## src/rtl/instr_fetch_unit_if.sv

```systemverilog
// Fetch-stage bundle: PC register side, instruction-memory request/response,
// and the decode-side valid/ready handshake.
interface instr_fetch_unit_if #(
  parameter int WORDSIZE = 32
);
  logic [WORDSIZE-1:0] pc;
  logic                redirect;
  logic                pc_advance;

  logic                imem_req_valid;
  logic [WORDSIZE-1:0] imem_req_addr;
  logic                imem_req_ready;
  logic                imem_rsp_valid;
  logic [WORDSIZE-1:0] imem_rsp_data;

  logic                instr_valid;
  logic [WORDSIZE-1:0] instr;
  logic [WORDSIZE-1:0] instr_pc;
  logic                instr_fault;
  logic                dec_ready;

  modport master (
    input  pc, redirect, imem_req_ready, imem_rsp_valid, imem_rsp_data, dec_ready,
    output pc_advance, imem_req_valid, imem_req_addr,
           instr_valid, instr, instr_pc, instr_fault
  );

  modport slave (
    output pc, redirect, imem_req_ready, imem_rsp_valid, imem_rsp_data, dec_ready,
    input  pc_advance, imem_req_valid, imem_req_addr,
           instr_valid, instr, instr_pc, instr_fault
  );
endinterface

```

## src/rtl/instr_fetch_unit.sv

```systemverilog
// Instruction fetch stage: one outstanding word fetch at a time, presents the
// result to decode and squashes fetches that a redirect has made stale.
module instr_fetch_unit #(
  parameter int                  WORDSIZE  = 32,
  parameter logic [WORDSIZE-1:0] NOP_INSTR = WORDSIZE'(32'h0000_0013)
) (
  input  logic              clk,
  input  logic              reset,
  instr_fetch_unit_if.master bus
);

  typedef enum logic [1:0] {
    IDLE = 2'd0,
    REQ  = 2'd1,
    WAIT = 2'd2,
    OUT  = 2'd3
  } state_t;

  state_t              r_state;
  state_t              w_next;

  logic [WORDSIZE-1:0] r_req_pc;
  logic                r_drop;
  logic [WORDSIZE-1:0] r_instr;
  logic [WORDSIZE-1:0] r_instr_pc;
  logic                r_instr_fault;

  logic                w_aligned;
  logic                w_req_valid;
  logic                w_instr_valid;
  logic                w_pc_advance;
  logic                w_latch_req;
  logic                w_capture_rsp;
  logic                w_capture_fault;
  logic                w_drop_set;
  logic                w_drop_clr;

  assign w_aligned = (bus.pc[1:0] == 2'b00);

  always_ff @(posedge clk or posedge reset) begin
    if (reset) begin
      r_state <= IDLE;
    end else begin
      r_state <= w_next;
    end
  end

  // A misaligned PC under redirect is stale, so REQ holds rather than faulting.
  always_comb begin
    w_next = r_state;
    unique case (r_state)
      IDLE: w_next = REQ;
      REQ: begin
        if (w_aligned) begin
          if (bus.imem_req_ready) w_next = WAIT;
        end else if (!bus.redirect) begin
          w_next = OUT;
        end
      end
      WAIT: begin
        if (bus.imem_rsp_valid) begin
          w_next = (r_drop || bus.redirect) ? REQ : OUT;
        end
      end
      OUT: begin
        if (bus.redirect || bus.dec_ready) w_next = REQ;
      end
      default: w_next = IDLE;
    endcase
  end

  always_comb begin
    w_req_valid     = 1'b0;
    w_instr_valid   = 1'b0;
    w_pc_advance    = 1'b0;
    w_latch_req     = 1'b0;
    w_capture_rsp   = 1'b0;
    w_capture_fault = 1'b0;
    w_drop_set      = 1'b0;
    w_drop_clr      = 1'b0;
    unique case (r_state)
      REQ: begin
        w_req_valid     = w_aligned;
        w_latch_req     = w_aligned && bus.imem_req_ready;
        w_capture_fault = !w_aligned && !bus.redirect;
      end
      WAIT: begin
        w_capture_rsp = bus.imem_rsp_valid && !r_drop && !bus.redirect;
        w_drop_clr    = bus.imem_rsp_valid;
        w_drop_set    = !bus.imem_rsp_valid && bus.redirect;
      end
      OUT: begin
        w_instr_valid = 1'b1;
        w_pc_advance  = bus.dec_ready && !bus.redirect;
      end
      default: ;
    endcase
  end

  // A request accepted alongside a redirect is already stale: mark it for dropping.
  always_ff @(posedge clk or posedge reset) begin
    if (reset) begin
      r_req_pc      <= '0;
      r_drop        <= 1'b0;
      r_instr       <= NOP_INSTR;
      r_instr_pc    <= '0;
      r_instr_fault <= 1'b0;
    end else begin
      if (w_latch_req) begin
        r_req_pc <= bus.pc;
        r_drop   <= bus.redirect;
      end else if (w_drop_set) begin
        r_drop <= 1'b1;
      end else if (w_drop_clr) begin
        r_drop <= 1'b0;
      end

      if (w_capture_rsp) begin
        r_instr       <= bus.imem_rsp_data;
        r_instr_pc    <= r_req_pc;
        r_instr_fault <= 1'b0;
      end else if (w_capture_fault) begin
        r_instr       <= NOP_INSTR;
        r_instr_pc    <= bus.pc;
        r_instr_fault <= 1'b1;
      end
    end
  end

  assign bus.imem_req_valid = w_req_valid;
  assign bus.imem_req_addr  = w_req_valid ? bus.pc : '0;
  assign bus.instr_valid    = w_instr_valid;
  assign bus.instr          = r_instr;
  assign bus.instr_pc       = r_instr_pc;
  assign bus.instr_fault    = r_instr_fault;
  assign bus.pc_advance     = w_pc_advance;

endmodule
```

## src/flat_wrapper.sv

```systemverilog
// flat-port wrapper written by rule: the top's interface ports become plain ports
module instr_fetch_unit_flat 
#(
  parameter int                  WORDSIZE  = 32,
  parameter logic [WORDSIZE-1:0] NOP_INSTR = WORDSIZE'(32'h0000_0013)
)
  (clk, reset, bus_pc, bus_redirect, bus_imem_req_ready, bus_imem_rsp_valid, bus_imem_rsp_data, bus_dec_ready, bus_pc_advance, bus_imem_req_valid, bus_imem_req_addr, bus_instr_valid, bus_instr, bus_instr_pc, bus_instr_fault);
  instr_fetch_unit_if #(.WORDSIZE(WORDSIZE)) bus_i ();
  input  logic clk;
  input  logic reset;
  input wire logic [$bits(bus_i.pc)-1:0] bus_pc;
  input wire logic [$bits(bus_i.redirect)-1:0] bus_redirect;
  input wire logic [$bits(bus_i.imem_req_ready)-1:0] bus_imem_req_ready;
  input wire logic [$bits(bus_i.imem_rsp_valid)-1:0] bus_imem_rsp_valid;
  input wire logic [$bits(bus_i.imem_rsp_data)-1:0] bus_imem_rsp_data;
  input wire logic [$bits(bus_i.dec_ready)-1:0] bus_dec_ready;
  output wire logic [$bits(bus_i.pc_advance)-1:0] bus_pc_advance;
  output wire logic [$bits(bus_i.imem_req_valid)-1:0] bus_imem_req_valid;
  output wire logic [$bits(bus_i.imem_req_addr)-1:0] bus_imem_req_addr;
  output wire logic [$bits(bus_i.instr_valid)-1:0] bus_instr_valid;
  output wire logic [$bits(bus_i.instr)-1:0] bus_instr;
  output wire logic [$bits(bus_i.instr_pc)-1:0] bus_instr_pc;
  output wire logic [$bits(bus_i.instr_fault)-1:0] bus_instr_fault;
  assign bus_i.pc = bus_pc;
  assign bus_i.redirect = bus_redirect;
  assign bus_i.imem_req_ready = bus_imem_req_ready;
  assign bus_i.imem_rsp_valid = bus_imem_rsp_valid;
  assign bus_i.imem_rsp_data = bus_imem_rsp_data;
  assign bus_i.dec_ready = bus_dec_ready;
  assign bus_pc_advance = bus_i.pc_advance;
  assign bus_imem_req_valid = bus_i.imem_req_valid;
  assign bus_imem_req_addr = bus_i.imem_req_addr;
  assign bus_instr_valid = bus_i.instr_valid;
  assign bus_instr = bus_i.instr;
  assign bus_instr_pc = bus_i.instr_pc;
  assign bus_instr_fault = bus_i.instr_fault;
  instr_fetch_unit #(.WORDSIZE(WORDSIZE), .NOP_INSTR(NOP_INSTR)) u_core (.clk(clk), .reset(reset), .bus(bus_i));
endmodule
```

## config.mk

```make
export PLATFORM = sky130hd
export DESIGN_NAME = instr_fetch_unit_flat
export DESIGN_NICKNAME = d
export VERILOG_FILES = /design/src/rtl/instr_fetch_unit_if.sv /design/src/rtl/instr_fetch_unit.sv /design/src/flat_wrapper.sv
export SDC_FILE = /design/constraint.sdc
export NUM_CORES = 1
export LEC_CHECK = 0
export ABC_AREA = 1
export CAP_MARGIN = 20
export CORE_UTILIZATION = 45
export DETAILED_ROUTE_END_ITERATION = 6
export GPL_ROUTABILITY_DRIVEN = 1
export PLACE_DENSITY = 0.88
export SETUP_SLACK_MARGIN = 0.4
export SLEW_MARGIN = 20
export SYNTH_ARGS = -nofsm -noshare
export SYNTH_HDL_FRONTEND = slang
export SYNTH_SLANG_ARGS = --single-unit
export TNS_END_PERCENT = 30
```

## constraint.sdc

```tcl
create_clock -name clk -period 3.7 [get_ports clk]
set_input_delay 0.37 -clock clk [delete_from_list [all_inputs] [get_ports clk]]
set_output_delay 0.37 -clock clk [all_outputs]
set_load 0.1 [all_outputs]
```

==> summary.md, run 1 <==
| Metric | Value |
|---|---|
| First drt pass iteration count | 7 |
| Maximum clock frequency | roughly 380 MHz |
| Final Hold Violating Endpoints | 0 |
| Clock Tree Root | clkbuf_8 |
| Area added between synthesis and finish | 37.96% |
| DRC violation count after routing | 0 |
| Worst min-delay path endpoint | u_core.r_req_pc[0] |
| Initial standard-cell utilization of the core | a little under half |
| CTS-repair resized insts | 0 |
| Power density cells | roughly 940 nW/um^2 |
| Number of buffers inserted by hold repair at cts | 0 |
| Quantity of I/O buffers inserted on ports | about 170 |
| Share of cells above drive strength 1 | a little under 9% |
| Required time of the worst setup path | roughly 4000 ps |
| Part of the power in registers | between 20% and 30% |
| Pin count of the biggest net entering global routing | 85 |
| Wire length of the first global-routing pass | 20,590 um |
| Highest-count cells in the layout ignoring fill and taps | nand2_1, clkdlybuf4s50_1, dfrtp_1 |
| Post-Synthesis Cell Area | ~4800 sq um |
| Maximum clock skew at final layout | 13.84 ps |
| Hold WC Path Type | reg2reg |
| CP Capture Type | flop |
| Overall Power | 0.006220 W |
| Final setup violation count | 0 |
| Clock network power share | approximately an eighth |
| Worst Hold Launch | u_core.r_req_pc[0] |
| Post CTS Setup Buffer Count | 0 |
| Clk sinks | 100 |
| Post-route setup TNS | 0 ps |
| Count of final max-slew check failures | 0 |
| Number of buffers on the longest clock path | 2 |
| Minimum clock period after layout | roughly 2600 ps |
| Relative max-transition margin | roughly 32% |
| GR Overflow Total | 0 |
| Die area | 11,130 sq um |
| Critical path startpoint category | flop |
| Tcrit/Tclk final | slightly above 70% |
| Cell area after layout | approximately 6600 sq um |
| Total number of vias | about 4,600 |
| Cell-internal power | between 0.002 and 0.003 W |
| Sw power | 0.003500 W |
| Layout net count | between 800 and 900 |
| Post-Layout Cell Count | around 900 |
| Number of antenna violations at the first check in global routing | 0 |
| Mapped Avg Cell Area | 7.822 sq um |
| Detailed-route vias per instance | between 5 and 6 |
| Gate count of the mapped netlist | 616 |
| Width of the die | roughly 110 um |
| Synth warnings | 0 |
| H-tree lvl count | 3 |
| Number of cell rows | 37 |
| Overall Global Routing Usage | 23.26% |
| TritonCTS clock tree | built |
| Critical setup path kind | reg2reg |
| I/O pins | 170 |
| WP data arrival | just under 3000 ps |
| Remaining antenna violation count | 0 |
| Setup repair after global routing missed its margin | false |
| DIE HEIGHT | ~110 um |
| Depth of the worst register-to-register path | 7 |
| Combinational power share | 60.1% |
| Leakage power figure | 3.417 nW |
| Via count of the first global-routing pass | 4,397 |
| Fillcell total | 900 |
| Max-cap viol count | 0 |
| Number of diodes | 0 |
| Most frequent standard cell in the layout excluding fill and tap cells | nand2_1 |
| Hold depth | 2 |
| Layout Utilization | between 60 and 70% |
| Switching part of the total | a little under three fifths |
| Standard cell area after detailed placement | about 6400 sq um |
| Sequential fraction of the synthesis area | 52.01% |
| Number of placed instances with taps included | 884 |
| Clock insertion delay at the later pin of the skew report | 360 ps |
| Worst vdd rail ir drop | between 0.0005 and 0.0006 V |
| Register clock-pin slew on the reported worst setup and hold paths | 90 ps |
| Final Wtd Congestion | 0.8067 |
| Initial DRC count | 427 |
| Final Routed Wirelength | 12,610 um |
| Origin of the critical flop-to-flop path | u_core.r_state[1] |
| Standard cell core area | roughly 10,000 sq um |
| Worst Path Max Fanout | 33 |
| Reg2Reg Setup Slack | roughly 1100 ps |
| Cts bufs inserted | 9 |
| Count of cell types in the netlist | 23 |
| Worst slew pin tran | 1010 ps |
| Detailed placer's ending HPWL | 8724 um |
| Outcome | completed |
| Wire length per cell | about 14 um |
| FF-to-FF End | u_core.r_req_pc[26] |
| Flip-flop and latch count after synthesis | 100 |
state kept, by name, summed over array words and instances, names as in the netlist:
| signal | flops |
|---|---|
| u_core.r_state | 2 |
| u_core.r_drop | 1 |
| u_core.r_req_pc | 32 |
| u_core.bus.instr | 32 |
| u_core.bus.instr_pc | 32 |
| u_core.bus.instr_fault | 1 |
synthesized netlist by cell type:
cell	number	area [sq um]
nand2_1	173	649.4
dfrtp_1	97	2427
nand3_1	96	480.5
inv_1	78	292.8
nor2_1	46	172.7
nand4_1	31	193.9
o21ai_0	30	150.1
buf_2	19	95.09
clkbuf_1	17	63.81
buf_4	6	45.04
ha_1	5	62.56
dfstp_2	3	78.83
a21oi_1	2	10.01
buf_1	2	7.510
nand2_2	2	12.51
nor2_4	2	22.52
conb_1	1	3.750
inv_2	1	3.750
nand3_2	1	10.01
nand3_4	1	17.52
nor2_2	1	6.260
o21a_1	1	7.510
o21ai_1	1	5.000
power by group through the flow:
stage                     combinational [W]  clock, W  sequential [W]
after detailed placement            0.00374         0         0.00177
after global placement              0.00369         0         0.00175
after floorplan                     0.00105         0         0.00355
after global routing                0.00391  0.000783         0.00179
after CTS                           0.00375  0.000743         0.00175
final                               0.00374  0.000729         0.00175
cell type report:
class | count | area [sq um] | share of cell area, %
Timing Repair Buffer | 175 | 1652 | 24.84
Clock inverter | 3 | 45.04 | 0.6776
Sequential cell | 100 | 2506 | 37.70
Inverter | 79 | 301.5 | 4.536
Tap cell | 136 | 170.2 | 2.560
Clock buffer | 12 | 165.2 | 2.484
Multi-Input combinational cell | 394 | 1808 | 27.20
layer usage:
layer | part of all wire (%) | track usage, % | vias up
li1 | - | - | 2226
met1 | 42 | 30.12 | 2139
met2 | 50 | 38.86 | 184
met3 | 6.1 | 3.834 | 22
met4 | 1.8 | 9.356 | 0
met5 | 0 | 0 | -
worst max-delay path, stage by stage, from the launching register on:
cell,delay [ps]
dfrtp_1,440
inv_1,110
ha_1,260
nand2_2,430
nor2_4,680
buf_4,400
nand2_1,90
o21ai_0,100
through the flow:
| stage | hold WS [ps] | setup WS [ps] |
|---|---|---|
| after floorplan | 436.1 | 663.7 |
| after global placement | 452.1 | 927.8 |
| after detailed placement | 457.7 | 854.0 |
| after CTS | 480.5 | 1068 |
| after global routing | 489.4 | 880.7 |
| final | 484.8 | 1076 |
worst max-delay path by stage:
stage | start | to | slack [ps]
2_1_floorplan | u_core.r_state[0] | bus_pc_advance | 660
3_3_place_gp | bus_pc[0] | u_core.r_req_pc[26] | 930
3_5_place_dp | bus_pc[0] | u_core.r_req_pc[21] | 850
4_1_cts | u_core.r_state[1] | u_core.r_req_pc[26] | 1070
5_1_grt | u_core.r_state[1] | u_core.r_req_pc[30] | 880
6_report | u_core.r_state[1] | u_core.r_req_pc[26] | 1080
kinds of logic after synthesis:
kind of cell               count (synthesis)  share of synthesized area [%]
buffers and inverters                    123                          10.54
other                                      1                        0.07783
and+or+nand+nor                          353                          32.49
DFF                                      100                          52.01
AOI/OAI and AO/OA                         34                          3.583
adders and majority gates                  5                          1.298
No activity file was read; power rests on OpenSTA's default activity.
==> run 2: changes to the inputs <==
--- a/config.mk
+++ b/config.mk
@@ -7,10 +7,10 @@
 export LEC_CHECK = 0
 export ABC_AREA = 1
 export CAP_MARGIN = 20
-export CORE_UTILIZATION = 45
+export CORE_UTILIZATION = 41
 export DETAILED_ROUTE_END_ITERATION = 6
 export GPL_ROUTABILITY_DRIVEN = 1
-export PLACE_DENSITY = 0.88
+export PLACE_DENSITY = 0.85
 export SETUP_SLACK_MARGIN = 0.4
 export SLEW_MARGIN = 20
 export SYNTH_ARGS = -nofsm -noshare
==> constraint.sdc (replaced) <==
create_clock -name clk -period 2.3 [get_ports clk]
set_input_delay 0.23 -clock clk [delete_from_list [all_inputs] [get_ports clk]]
set_output_delay 0.23 -clock clk [all_outputs]
set_load 0.1 [all_outputs]
==> summary.md, run 2 (same netlist as run 1, synthesis figures left out) <==
| Metric | Value |
|---|---|
| Number of placed instances with taps included | 896 (+1.4%) |
| Layout net count | 843 (+1.1%) |
| Number of diodes | 0 (unchanged) |
| Initial DRC count | 299 (-30%) |
| Outcome | completed |
| Width of the die | 110.4 um (+4.7%) |
| Largest stage delay on the critical path | 410 ps (-270 ps) |
| Most Frequent Cell on Critical Path | buf_12 |
| Depth of the worst register-to-register path | 7 (unchanged) |
| GR Overflow Total | 0 (unchanged) |
| Standard cell area after detailed placement | 6758 sq um (+5.0%) |
| Area added between synthesis and finish | 52.14% |
| Overall Global Routing Usage | 22.60% (-0.66 points) |
| First drt pass iteration count | 5 (-2) |
| Required time of the worst setup path | 2070 ps (-1890 ps) |
| Fillcell total | 922 (+2.4%) |
| H-tree lvl count | 3 (unchanged) |
| Share of cells above drive strength 1 | 22.77% (+14 points) |
| Max-cap viol count | 0 (unchanged) |
| Tcrit/Tclk final | a little over 80% |
| Final setup violation count | 0 (unchanged) |
| Post-Layout Cell Count | 916 (+1.9%) |
| Final Wtd Congestion | 0.7995 (-0.89%) |
| Initial standard-cell utilization of the core | 42.20% (-4.3 points) |
| Hold WC Path Type | in2async |
| Maximum clock frequency | approximately 540 MHz |
| First element of the critical path | u_core.r_state[1] |
| Highest-count cells in the layout ignoring fill and taps | nand2_1, nand3_1, dfrtp_1 |
| Layout Utilization | 64.20% (+0.096 points) |
| Minimum clock period after layout | ~1900 ps |
| Critical setup path kind | reg2out |
| Quantity of I/O buffers inserted on ports | 167 (unchanged) |
| Cell area after layout | 7331 sq um (+10%) |
| WP data arrival | 1630 ps (-1260 ps) |
| Origin of the critical flop-to-flop path | u_core.r_state[0] |
| Clock insertion delay at the later pin of the skew report | 340 ps (-20 ps) |
| FF-to-FF End | u_core.bus.instr[30] |
| I/O pins | 170 (unchanged) |
| Power density cells | 1451 nW/um^2 (+55%) |
| Register clock-pin slew on the reported worst setup and hold paths | 70 ps (-20 ps) |
| Die area | 12,190 sq um (+9.6%) |
| Worst vdd rail ir drop | 0.001310 V (+150%) |
| Final Routed Wirelength | 13,800 um (+9.4%) |
| Total number of vias | 4,652 (+1.8%) |
| Final Hold Violating Endpoints | 0 (unchanged) |
| Maximum clock skew at final layout | 9.862 ps (-3.975 ps) |
| Setup repair after global routing missed its margin | true |
| Wire length of the first global-routing pass | 22,510 um (+9.3%) |
| DRC violation count after routing | 0 (unchanged) |
| Worst Path Max Fanout | 16 (-52%) |
| Buffers & Inverters on Critical Path | 3 (+1) |
| DIE HEIGHT | 110.4 um (+4.7%) |
| Number of antenna violations at the first check in global routing | 0 (unchanged) |
| Clock Tree Root | clkbuf_16 |
| CP delay by family, top | buffers and inverters |
| Wire length per cell | 15.06 um (+7.3%) |
| Via count of the first global-routing pass | 4,518 (+2.8%) |
| Detailed placer's ending HPWL | 8860 um (+1.6%) |
| Remaining antenna violation count | 0 (unchanged) |
| Cts bufs inserted | 9 (unchanged) |
| Clk sinks | 100 (unchanged) |
| Relative max-transition margin | 64.89% (+32 points) |
| Standard cell core area | 11,420 sq um (+10%) |
| Worst slew pin tran | 526.6 ps (-483.1 ps) |
| Reg2Reg Setup Slack | 560 ps (-520 ps) |
| Count of final max-slew check failures | 0 (unchanged) |
| Leakage power figure | 3.732 nW (+9.2%) |
| Slowest-stage cell, CP | dfrtp_1 |
| Number of buffers inserted by hold repair at cts | 0 (unchanged) |
| Ordered cell list for the critical path | inv_2 > ha_4 > nand2_4 > buf_12 > nor2_2 > buf_12 |
| Number of buffers on the longest clock path | 2 (unchanged) |
| Most frequent standard cell in the layout excluding fill and tap cells | nand2_1 |
| Pin count of the biggest net entering global routing | 101 (+19%) |
| Number of cell rows | 39 (+5.4%) |
| Critical path startpoint category | flop |
| TritonCTS clock tree | built |
| CP Capture Type | output port |
| Detailed-route vias per instance | 5.079 (-0.12%) |
[run 2: cell types whose count changed in the layout (fill, tap and decap cells not counted), sizes merged]
cell and delta:
inv +2, clkinv +1, buf +74, clkbuf -1, clkdlybuf4s50 -66
[run 2: worst max path at each step]
stage / to / slack, ps / cells after the start
2_1_floorplan: bus_imem_req_addr[10] / -210 / 5
3_3_place_gp: u_core.bus.instr_pc[28] / 430 / 8
3_5_place_dp: u_core.r_req_pc[25] / 390 / 7
4_1_cts: bus_imem_req_addr[22] / 410 / 5
5_1_grt: bus_imem_req_addr[3] / 380 / 6
6_report: bus_imem_req_addr[7] / 440 / 6
[run 2: layout make-up]
class                   instances  area [sq um]  share of cell area [%]
flip-flops and latches        100          2507                   34.20
repair buffers                184          2038                   27.80
multi-input cells             394          2008                   27.39
inverters                      79         300.3                   4.096
clock buffers                  10         229.0                   3.123
well taps                     143         178.9                   2.441
clock inverters                 6         68.82                  0.9387
[run 2: worst min-delay path: stages]
cell             delay [ps]
clkdlybuf4s50_1         440
clkinvlp_4              100
buf_12                  420
[run 2: through the flow]
stage | power [W] | hold WS [ps] | TNS [ps] | setup WS, ps
global route | 0.01108 | 429.4 | 0 | 382.0
CTS | 0.01060 | 416.8 | 0 | 411.5
global placement | 0.008838 | 452.0 | 0 | 428.2
floorplan | 0.007408 | 347.0 | -6249 | -209.8
finish | 0.01063 | 407.8 | 0 | 444.0
detailed placement | 0.008930 | 453.5 | 0 | 391.9
[run 2: per-layer routing]
layer  GRT usage, %  routed length [um]  share of wire [%]
met3          4.336                 876                6.4
met4          5.333                 206                1.5
met5              0                   0                  0
met2          36.85                6620                 48
met1          31.11                6092                 44
[run 2: repair_timing]
action / CTS / global route
setup buffers: 1 / 2
setup endpoints to repair: 31 / 57
gates cloned: 0 / 1
resized for setup: 56 / 7
[run 2: power by group]
group          leakage [nW]  total [W]  switching, W  internal [W]
registers              1.27    0.00280      0.000340       0.00246
clock network         0.144    0.00154      0.000684      0.000855
logic                  2.32    0.00630       0.00484       0.00146
total                  3.73     0.0106       0.00586       0.00477
